$ cat config.mk
export PLATFORM = sky130hd
export DESIGN_NAME = imem_loader
export DESIGN_NICKNAME = d
export VERILOG_FILES = /design/src/rtl/imem_pkg.sv /design/src/rtl/byte_packer.sv /design/src/rtl/imem_loader.sv
export SDC_FILE = /design/constraint.sdc
export NUM_CORES = 1
export LEC_CHECK = 0
export CAP_MARGIN = 30
export CORE_ASPECT_RATIO = 1.4
export CORE_MARGIN = 2
export CORE_UTILIZATION = 48
export CTS_BUF_LIST = sky130_fd_sc_hd__clkbuf_8
export CTS_CLUSTER_DIAMETER = 60
export CTS_CLUSTER_SIZE = 24
export DETAILED_ROUTE_END_ITERATION = 12
export PLACE_DENSITY_LB_ADDON = 0.25
export SLEW_MARGIN = 20
export SYNTH_ARGS = -nofsm -noshare
export SYNTH_HDL_FRONTEND = slang
export SYNTH_SLANG_ARGS = --single-unit
$ cat constraint.sdc
create_clock -name clock -period 2.07 [get_ports clock]
set_input_delay 0.414 -clock clock [delete_from_list [all_inputs] [get_ports clock]]
set_output_delay 0.414 -clock clock [all_outputs]
set_load 0.05 [all_outputs]
$ cat src/rtl/imem_pkg.sv
// Shared definitions for the instruction-memory loader: state encoding and word geometry.
package imem_pkg;

  typedef enum logic [2:0] {
    StIdle,
    StCollect,
    StWrite,
    StCsum,
    StDone
  } state_t;

  localparam int unsigned BYTES_PER_WORD = 4;
  // Byte-to-word address shift; the fetch PC advances by the same stride.
  localparam int unsigned WORD_SHIFT = 2;

endpackage

$ cat src/rtl/byte_packer.sv
// Packs a byte stream little-endian into 32-bit words. The word output already includes the
// byte being accepted this cycle, so word_full and word are valid together on the 4th byte.
module byte_packer
  import imem_pkg::*;
(
  input  logic        clock,
  input  logic        reset,
  input  logic        in_valid,
  input  logic [7:0]  in_data,
  input  logic        clr,
  output logic [31:0] word,
  output logic        word_full
);

  logic [1:0]  cnt_q;
  logic [31:0] word_q;

  always_comb begin
    word = word_q;
    if (in_valid) begin
      word[{cnt_q, 3'b000} +: 8] = in_data;
    end
  end

  assign word_full = in_valid && (cnt_q == 2'(BYTES_PER_WORD - 1));

  always_ff @(posedge clock) begin
    if (reset || clr) begin
      cnt_q  <= 2'd0;
      word_q <= 32'd0;
    end else if (in_valid) begin
      cnt_q  <= cnt_q + 2'd1;
      word_q <= word;
    end
  end

endmodule

$ cat src/rtl/imem_loader.sv
// Instruction-memory loader: byte stream -> word writes from address 0, holding the core in reset
// until a load completes. Define IMEM_LOADER_CSUM_EN to append and verify a trailing checksum word.
module imem_loader
  import imem_pkg::*;
#(
  parameter int unsigned DEPTH_WORDS = 256,
  parameter int unsigned CNT_W       = 16
) (
  input  logic             clock,
  input  logic             reset,
  input  logic             start,
  input  logic [CNT_W-1:0] num_words,
  input  logic             byte_valid,
  input  logic [7:0]       byte_data,
  output logic             byte_ready,
  output logic             mem_we,
  output logic [31:0]      mem_addr,
  output logic [31:0]      mem_wdata,
  output logic             cpu_reset,
  output logic             busy,
  output logic             done,
  output logic             error
);

  localparam logic [CNT_W-1:0] MaxWords = CNT_W'(DEPTH_WORDS);

  state_t           state_q, state_d;
  logic [CNT_W-1:0] word_idx_q;
  logic [CNT_W-1:0] num_q;
  logic [31:0]      addr_q;
  logic [31:0]      wdata_q;
  logic             cpu_reset_q;
  logic             error_q;
`ifdef IMEM_LOADER_CSUM_EN
  logic [31:0]      sum_q;
`endif

  logic        start_ok;
  logic        start_bad;
  logic        csum_bad;
  logic        last_word;
  logic        pk_valid;
  logic [31:0] pk_word;
  logic        pk_full;

  assign pk_valid  = byte_valid && byte_ready;
  assign last_word = (word_idx_q + CNT_W'(1)) == num_q;

  byte_packer u_packer (
    .clock     (clock),
    .reset     (reset),
    .in_valid  (pk_valid),
    .in_data   (byte_data),
    .clr       (start_ok),
    .word      (pk_word),
    .word_full (pk_full)
  );

  always_comb begin
    state_d    = state_q;
    byte_ready = 1'b0;
    busy       = 1'b0;
    mem_we     = 1'b0;
    done       = 1'b0;
    start_ok   = 1'b0;
    start_bad  = 1'b0;
    csum_bad   = 1'b0;
    unique case (state_q)
      StIdle: begin
        if (start) begin
          if (num_words > MaxWords) begin
            start_bad = 1'b1;
          end else begin
            start_ok = 1'b1;
            state_d  = (num_words == '0) ? StDone : StCollect;
          end
        end
      end
      StCollect: begin
        busy       = 1'b1;
        byte_ready = 1'b1;
        if (pk_full) state_d = StWrite;
      end
      StWrite: begin
        busy   = 1'b1;
        mem_we = 1'b1;
        if (last_word) begin
`ifdef IMEM_LOADER_CSUM_EN
          state_d = StCsum;
`else
          state_d = StDone;
`endif
        end else begin
          state_d = StCollect;
        end
      end
`ifdef IMEM_LOADER_CSUM_EN
      StCsum: begin
        busy       = 1'b1;
        byte_ready = 1'b1;
        if (pk_full) begin
          state_d  = StDone;
          csum_bad = (pk_word != sum_q);
        end
      end
`endif
      StDone: begin
        done    = 1'b1;
        state_d = StIdle;
      end
      default: state_d = StIdle;
    endcase
  end

  always_ff @(posedge clock) begin
    if (reset) begin
      state_q     <= StIdle;
      word_idx_q  <= '0;
      num_q       <= '0;
      addr_q      <= 32'd0;
      wdata_q     <= 32'd0;
      cpu_reset_q <= 1'b1;
      error_q     <= 1'b0;
`ifdef IMEM_LOADER_CSUM_EN
      sum_q       <= 32'd0;
`endif
    end else begin
      state_q <= state_d;
      if (start_bad) error_q <= 1'b1;
      if (start_ok) begin
        error_q    <= 1'b0;
        num_q      <= num_words;
        word_idx_q <= '0;
`ifdef IMEM_LOADER_CSUM_EN
        sum_q      <= 32'd0;
`endif
      end
      if (state_q == StCollect && pk_full) begin
        wdata_q <= pk_word;
        addr_q  <= 32'(word_idx_q) << WORD_SHIFT;
      end
      if (state_q == StWrite) begin
        word_idx_q <= word_idx_q + CNT_W'(1);
`ifdef IMEM_LOADER_CSUM_EN
        sum_q      <= sum_q + wdata_q;
`endif
      end
      // Release is decided on entry to DONE so cpu_reset falls together with done.
      if (csum_bad) begin
        error_q     <= 1'b1;
        cpu_reset_q <= 1'b1;
      end else if (state_d == StDone) begin
        cpu_reset_q <= 1'b0;
      end
    end
  end

  assign mem_addr  = addr_q;
  assign mem_wdata = wdata_q;
  assign cpu_reset = cpu_reset_q;
  assign error     = error_q;

endmodule
; ---- Word level (Yosys, flattened, before mapping)
; Index checks and enable logic that the tools add are counted.
[word_totals]
register_bits = 119
inputBits = 28
output_inout_bits = 70
elab_cells = 50
[classes]
n_addsub = 3
order_cmp = 1
n_eq_ne = 6
shifts = 2
mux = 20
n_reduce_logical = 9
[ops]
columns = operator, n
row1 = bitwise mux 32 bit, 1
row2 = two-way mux 16 bit, 2
row3 = two-way mux 32 bit, 1
row4 = "variable shift 8 x 7 -> 32 bit, first input constant", 1
row5 = variable part select 8 x 7 -> 32 bit, 1
row6 = "adder 16 x 1 -> 16 bit, second input constant", 1
row7 = equality test 16 bit, 1
row8 = "greater-than comparator 16 x 9 -> 1 bit, second input constant", 1
row9 = logical NOT 16 bit, 1
row10 = two-way mux 3 bit, 5
row11 = two-way mux 1 bit, 10
row12 = case mux 3 bit (3 select lines), 1
row13 = negation 5 -> 7 bit, 1
row14 = "equality test 3 bit, second input constant", 2
row15 = OR reduction 2 bit, 2
row16 = "equality test 3 x 1 -> 1 bit, second input constant", 1
row17 = "equality test 3 x 2 -> 1 bit, second input constant", 1
row18 = logical AND 1 bit, 3
row19 = logical NOT 3 bit, 1
row20 = "adder 2 x 1 -> 2 bit, second input constant", 1
row21 = "equality test 2 bit, second input constant", 1
row22 = nonzero test 2 bit, 1
row23 = logical OR 1 bit, 1

; ---- Longest topological paths before layout
[depth]
ltp_word = 7
depth_mapped = 9
ltp_nobuf = 8

; ---- Hierarchy
; A second synthesis with hierarchy kept.
[hier_totals]
hier_cells = 668
area_unflattened_um2 = 5490.3
[modules_own_cells]
columns = mod, n_inst, cells_each, area_each_um2, seq_area_each_um2
row1 = imem_loader, 1, 510, 3988.8, 1701.6
row2 = byte_packer, 1, 158, 1501.4, 680.7

; ---- Worst setup path after synthesis
; Ideal clock, no wire load.
[synth_path]
path_kind = reg2reg
start = register word_idx_q[1]
end = register cpu_reset_q, in the netlist cpu_reset
setup_ps = 115
arrival_ps = 2066
required_time_ps = 1955
path_slack_ps = -112
path_stages_with_launch = 10
path_buffers = 1
period_less_slack_ps = 2182
cell_sequence = dfxtp_1 -> ha_1 -> buf_2 -> nand3_1 -> nor4_1 -> xnor2_1 -> o2111ai_1 -> nor4_2 -> nand2_1 -> a31o_1
[synth_between]
elab_chain_cells = 5
[synth_lines]
columns = item, line_no
row1 = start: declaration, imem_loader.sv:28  ; logic [CNT_W-1:0] word_idx_q;
row2 = start signal: assignment, imem_loader.sv:143  ; word_idx_q <= word_idx_q + CNT_W'(1);
row3 = adder 16 x 1 -> 16 bit, imem_loader.sv:47  ; assign last_word = (word_idx_q + CNT_W'(1)) == num_q;
row4 = equality test 16 bit, imem_loader.sv:47
row5 = two-way mux 3 bit, imem_loader.sv:87  ; if (last_word) begin
row6 = case mux 3 bit (3 select lines), imem_loader.sv:68  ; unique case (state_q)
row7 = equality test 3 bit, imem_loader.sv:152  ; end else if (state_d == StDone) begin
row8 = end signal: assignment, imem_loader.sv:122  ; cpu_reset_q <= 1'b1;
row9 = end signal: assignment, imem_loader.sv:151  ; cpu_reset_q <= 1'b1;
row10 = end signal: assignment, imem_loader.sv:153  ; cpu_reset_q <= 1'b0;
row11 = end: declaration, imem_loader.sv:32  ; logic cpu_reset_q;
; Every way passes these cells.
; A chain may end at the register's enable or synchronous reset.

; ---- Worst setup path in the final report
; Same ends and word-level chain as after synthesis.

==> impl_metrics.yaml <==
outcome:
  violations: "negative setup slack"
  status: "complete, but fails checks"
timing:
  hold_viol_final: 0
  rsz0062_at_grt: "yes"
  hold_ws_ps: 360.4
  fin_skew_ps: 12.49
  slew_viol_final: 0
  fin_crit_ps: 2237
  fin_crit_sh: 1.081
  fmax_mhz: 447.0
  setup_slack_ps: -167.1
  maxSlewHeadroom: 0.6368
  worst_slew_pin_slew_ps: 543.0
  setup_violations: 3
routing:
  dr.first_iter.drc_count: 199
  vias: 4499
  postRouteAntennaNets: 0
  detail_route.wl_per_cell_um: 14.79
  first_pass_iters: 4
  drt-total-wl_um: 12650
  drc_errors: 0
  vias_per_cell: 5.262
worst_setup_path:
  cpLargestDelayFamily: "simple AND/OR/NAND/NOR gates"
  worst-path-buf-inv: 5
  required_ps: 2350
  path_max_fanout: 3
  crit_chain: "buf_6 -> nand4_1 -> buf_4 -> buf_4 -> buf_4 -> a21boi_1 -> o32ai_2 -> nand4b_1 -> nor4_2 -> buf_4 -> nand2_2 -> a31o_1"
  critPathKind: "reg -> reg"
  startpoint_type: "register"
  cp_slowest_cell: "dfxtp_4"
  end_kind: "register"
  cp.depth: 12
  crit_path_end: "cpu_reset"
  ff2ff_setup_slack_ps: -170
  cp-startpoint: "word_idx_q[1]"
  timing.rr.end: "cpu_reset"
  cpMostUsedCell: "buf_4"
  reg2reg_from: "word_idx_q[1]"
  slowest_delay_ps: 370
  cp_data_arrival_time_ps: 2520
  ff2ff_path_depth: 12
clock_network:
  numCtsBuffers: 9
  clk_path_buf_depth: 2
  clk_latency_ps: 380
  clkSlewWorstSetupHoldPaths_ps: 110
  ctsHoldBuffers: 0
  htree_num_levels: 3
  cts_root_buf: "clkbuf_8"
  cts_tree: "built"
  clock_sinks: 111
power_and_ir_drop:
  power_frac_comb: 0.057
  power_switching_mw: 0.9350
  internal_power_mw: 2.683
  peakVddDrop_mv: 0.3702
  power.density_mw_per_mm2: 547.8
  p_sw_frac: 0.2584
  power_mw: 3.618
  p_leak_nw: 2.588
  p_clk_frac: 0.352
  pwr-share-seq: 0.590
synthesis:
  synth_top_area_frac: 0.4580
  synth_top_family_by_area: "simple AND/OR/NAND/NOR gates"
  syn_area_per_cell_sq_um: 8.323
  synthTopCellsByArea: "dfxtp_1 46%, a21oi_1 7.1%, nor2_1 6.5%, nand2_1 5.3%, a211oi_1 4.3%"
  synthSimpleGateAreaFrac: 0.2439
  ys_ff_latch: 111
  ys_seq_area_frac: 0.4580
  async_reset_ff_frac: 0
  synth.cell_area_sq_mm: 0.004852
  yosysUniqueCellTypes: 50
  synth-edff-count: 0
  synthFlopType: "dfxtp_1"
  yosys.area.top_type: "dfxtp_1"
  yosysWarnings: 0
  muxShareOfSynthArea: 0.02063
  syn_inst: 583
  synth_compound_area_frac: 0.1552
  synthAdderAreaFrac: 0.01547
  synthXorXnorAreaFrac: 0.03791
placement:
  place_area_sq_mm: 0.006190
  io_buffers: 81
  place_hpwl_um: 8851
  gp_congestion: 0.8997
global_route:
  grt_usage: 0.2351
  antenna_found_initial: 0
  grt_pass1_vias: 4428
  grt_remaining_overflow: 0
  grt_pass1_wl_um: 20230
  grt_max_degree: 59
cells_and_area:
  diodes: 0
  drive_gt1_frac: 0.1806
  multi_input_area_sq_mm: 0.002487
  final_cell_mix: "107 x dfxtp_1, 84 x nor2_1, 76 x clkdlybuf4s50_1, 73 x buf_4, 68 x a21oi_1"
  nFillCells: 869
  stdcell_area_sq_mm: 0.006604
  area.sequential_sq_mm: 0.002230
  area_growth_pct: 36.10
  final_common_cell: "dfxtp_1"
  layout.nets: 749
  utilization: 0.6671
floorplanning:
  fp-row-count: 43
  die_w_um: 88.98
  start_util: 0.4901
  die_y_um: 123.0
  ios: 98
  core_area_sq_mm: 0.009899
  die-area_sq_mm: 0.01094
hold_path:
  min_path_type: "in -> reg"
job:
  max-cap-violations: 0
cells by family (layout without fill, tap and decap cells):
kind of cell | after synthesis | after routing
compound gates | 127 | 127
xor+xnor | 21 | 21
mux | 10 | 10
other cells | 1 | 16
simple gates | 244 | 244
fa+ha+maj | 6 | 6
buf+inv | 63 | 185
flops | 111 | 111
metal layers:
| metal | share of wire | vias to the layer above | wire length [um] | global-route usage |
|---|---|---|---|---|
| met2 | 0.53 | 117 | 6750 | 0.4375 |
| met3 | 0.039 | 25 | 495 | 0.03939 |
| met5 | 0 | - | 0 | 0 |
| met4 | 0.026 | 0 | 334 | 0.09608 |
| met1 | 0.40 | 2120 | 5064 | 0.2581 |
| li1 | - | 2237 | - | - |
cell usage after synthesis, types with 7 or more instances:
cell type  instances
buf_4             20
nand2_1           68
clkbuf_1          21
inv_1              8
nor2_1            84
dfxtp_1          111
o21ai_0           12
and3_1            27
a21oi_1           69
buf_2              9
mux2i_1           10
and2_1             8
nor4_1             8
a211oi_1          28
xnor2_1           12
nor3_1             7
xor2_1             9
power by group through the flow:
stage | combinational (mW) | sequential (mW) | clock, mW
4_1_cts | 0.205 | 2.14 | 1.31
2_1_floorplan | 0.124 | 2.19 | 0
3_3_place_gp | 0.202 | 2.19 | 0
6_report | 0.207 | 2.14 | 1.28
5_1_grt | 0.219 | 2.14 | 1.39
3_5_place_dp | 0.204 | 2.19 | 0
sequential cells by signal (all words and copies together), names as in the netlist:
name and cells:
cpu_reset 1, error 1, mem_addr 16, mem_wdata 32, num_q 16, state_q 3
u_packer.cnt_q 2, u_packer.word_q 24, word_idx_q 16
worst min-delay path by stage:
| stage | start | to | cells after the start |
|---|---|---|---|
| 3_3_place_gp | mem_wdata[24] | mem_wdata[24] | 2 |
| 4_1_cts | reset | mem_addr[3] | 2 |
| 3_5_place_dp | mem_wdata[26] | mem_wdata[26] | 2 |
| 5_1_grt | reset | mem_addr[4] | 2 |
| 6_report | reset | mem_addr[3] | 2 |
| 2_1_floorplan | u_packer.word_q[10] | u_packer.word_q[10] | 2 |
timing repair:
| action | in CTS | in global routing |
|---|---|---|
| resized for setup | 19 | 13 |
| pin swaps | 9 | 3 |
| buffers inserted | 6 | 2 |
| cloned | 0 | 0 |
| setup endpoints to repair | 3 | 33 |
metrics by stage:
stage                     TNS (ps)  std cells  setup slack [ps]
after CTS                   -109.7        852            -57.18
after detailed placement    -19150        830            -393.9
after floorplan                  0        598             7.637
after global placement      -14960        830            -290.7
final                       -412.0        855            -167.1
after global routing        -766.9        855            -278.4
layout make-up:
type | count | area share
sequential | 111 | 0.3376
inverter | 8 | 0.004547
timing repair buffer | 161 | 0.2257
tap | 135 | 0.02558
clock inverter | 7 | 0.01118
multi-input combinational | 424 | 0.3767
clock buffer | 9 | 0.01876
No activity file was read; power rests on OpenSTA's default activity.
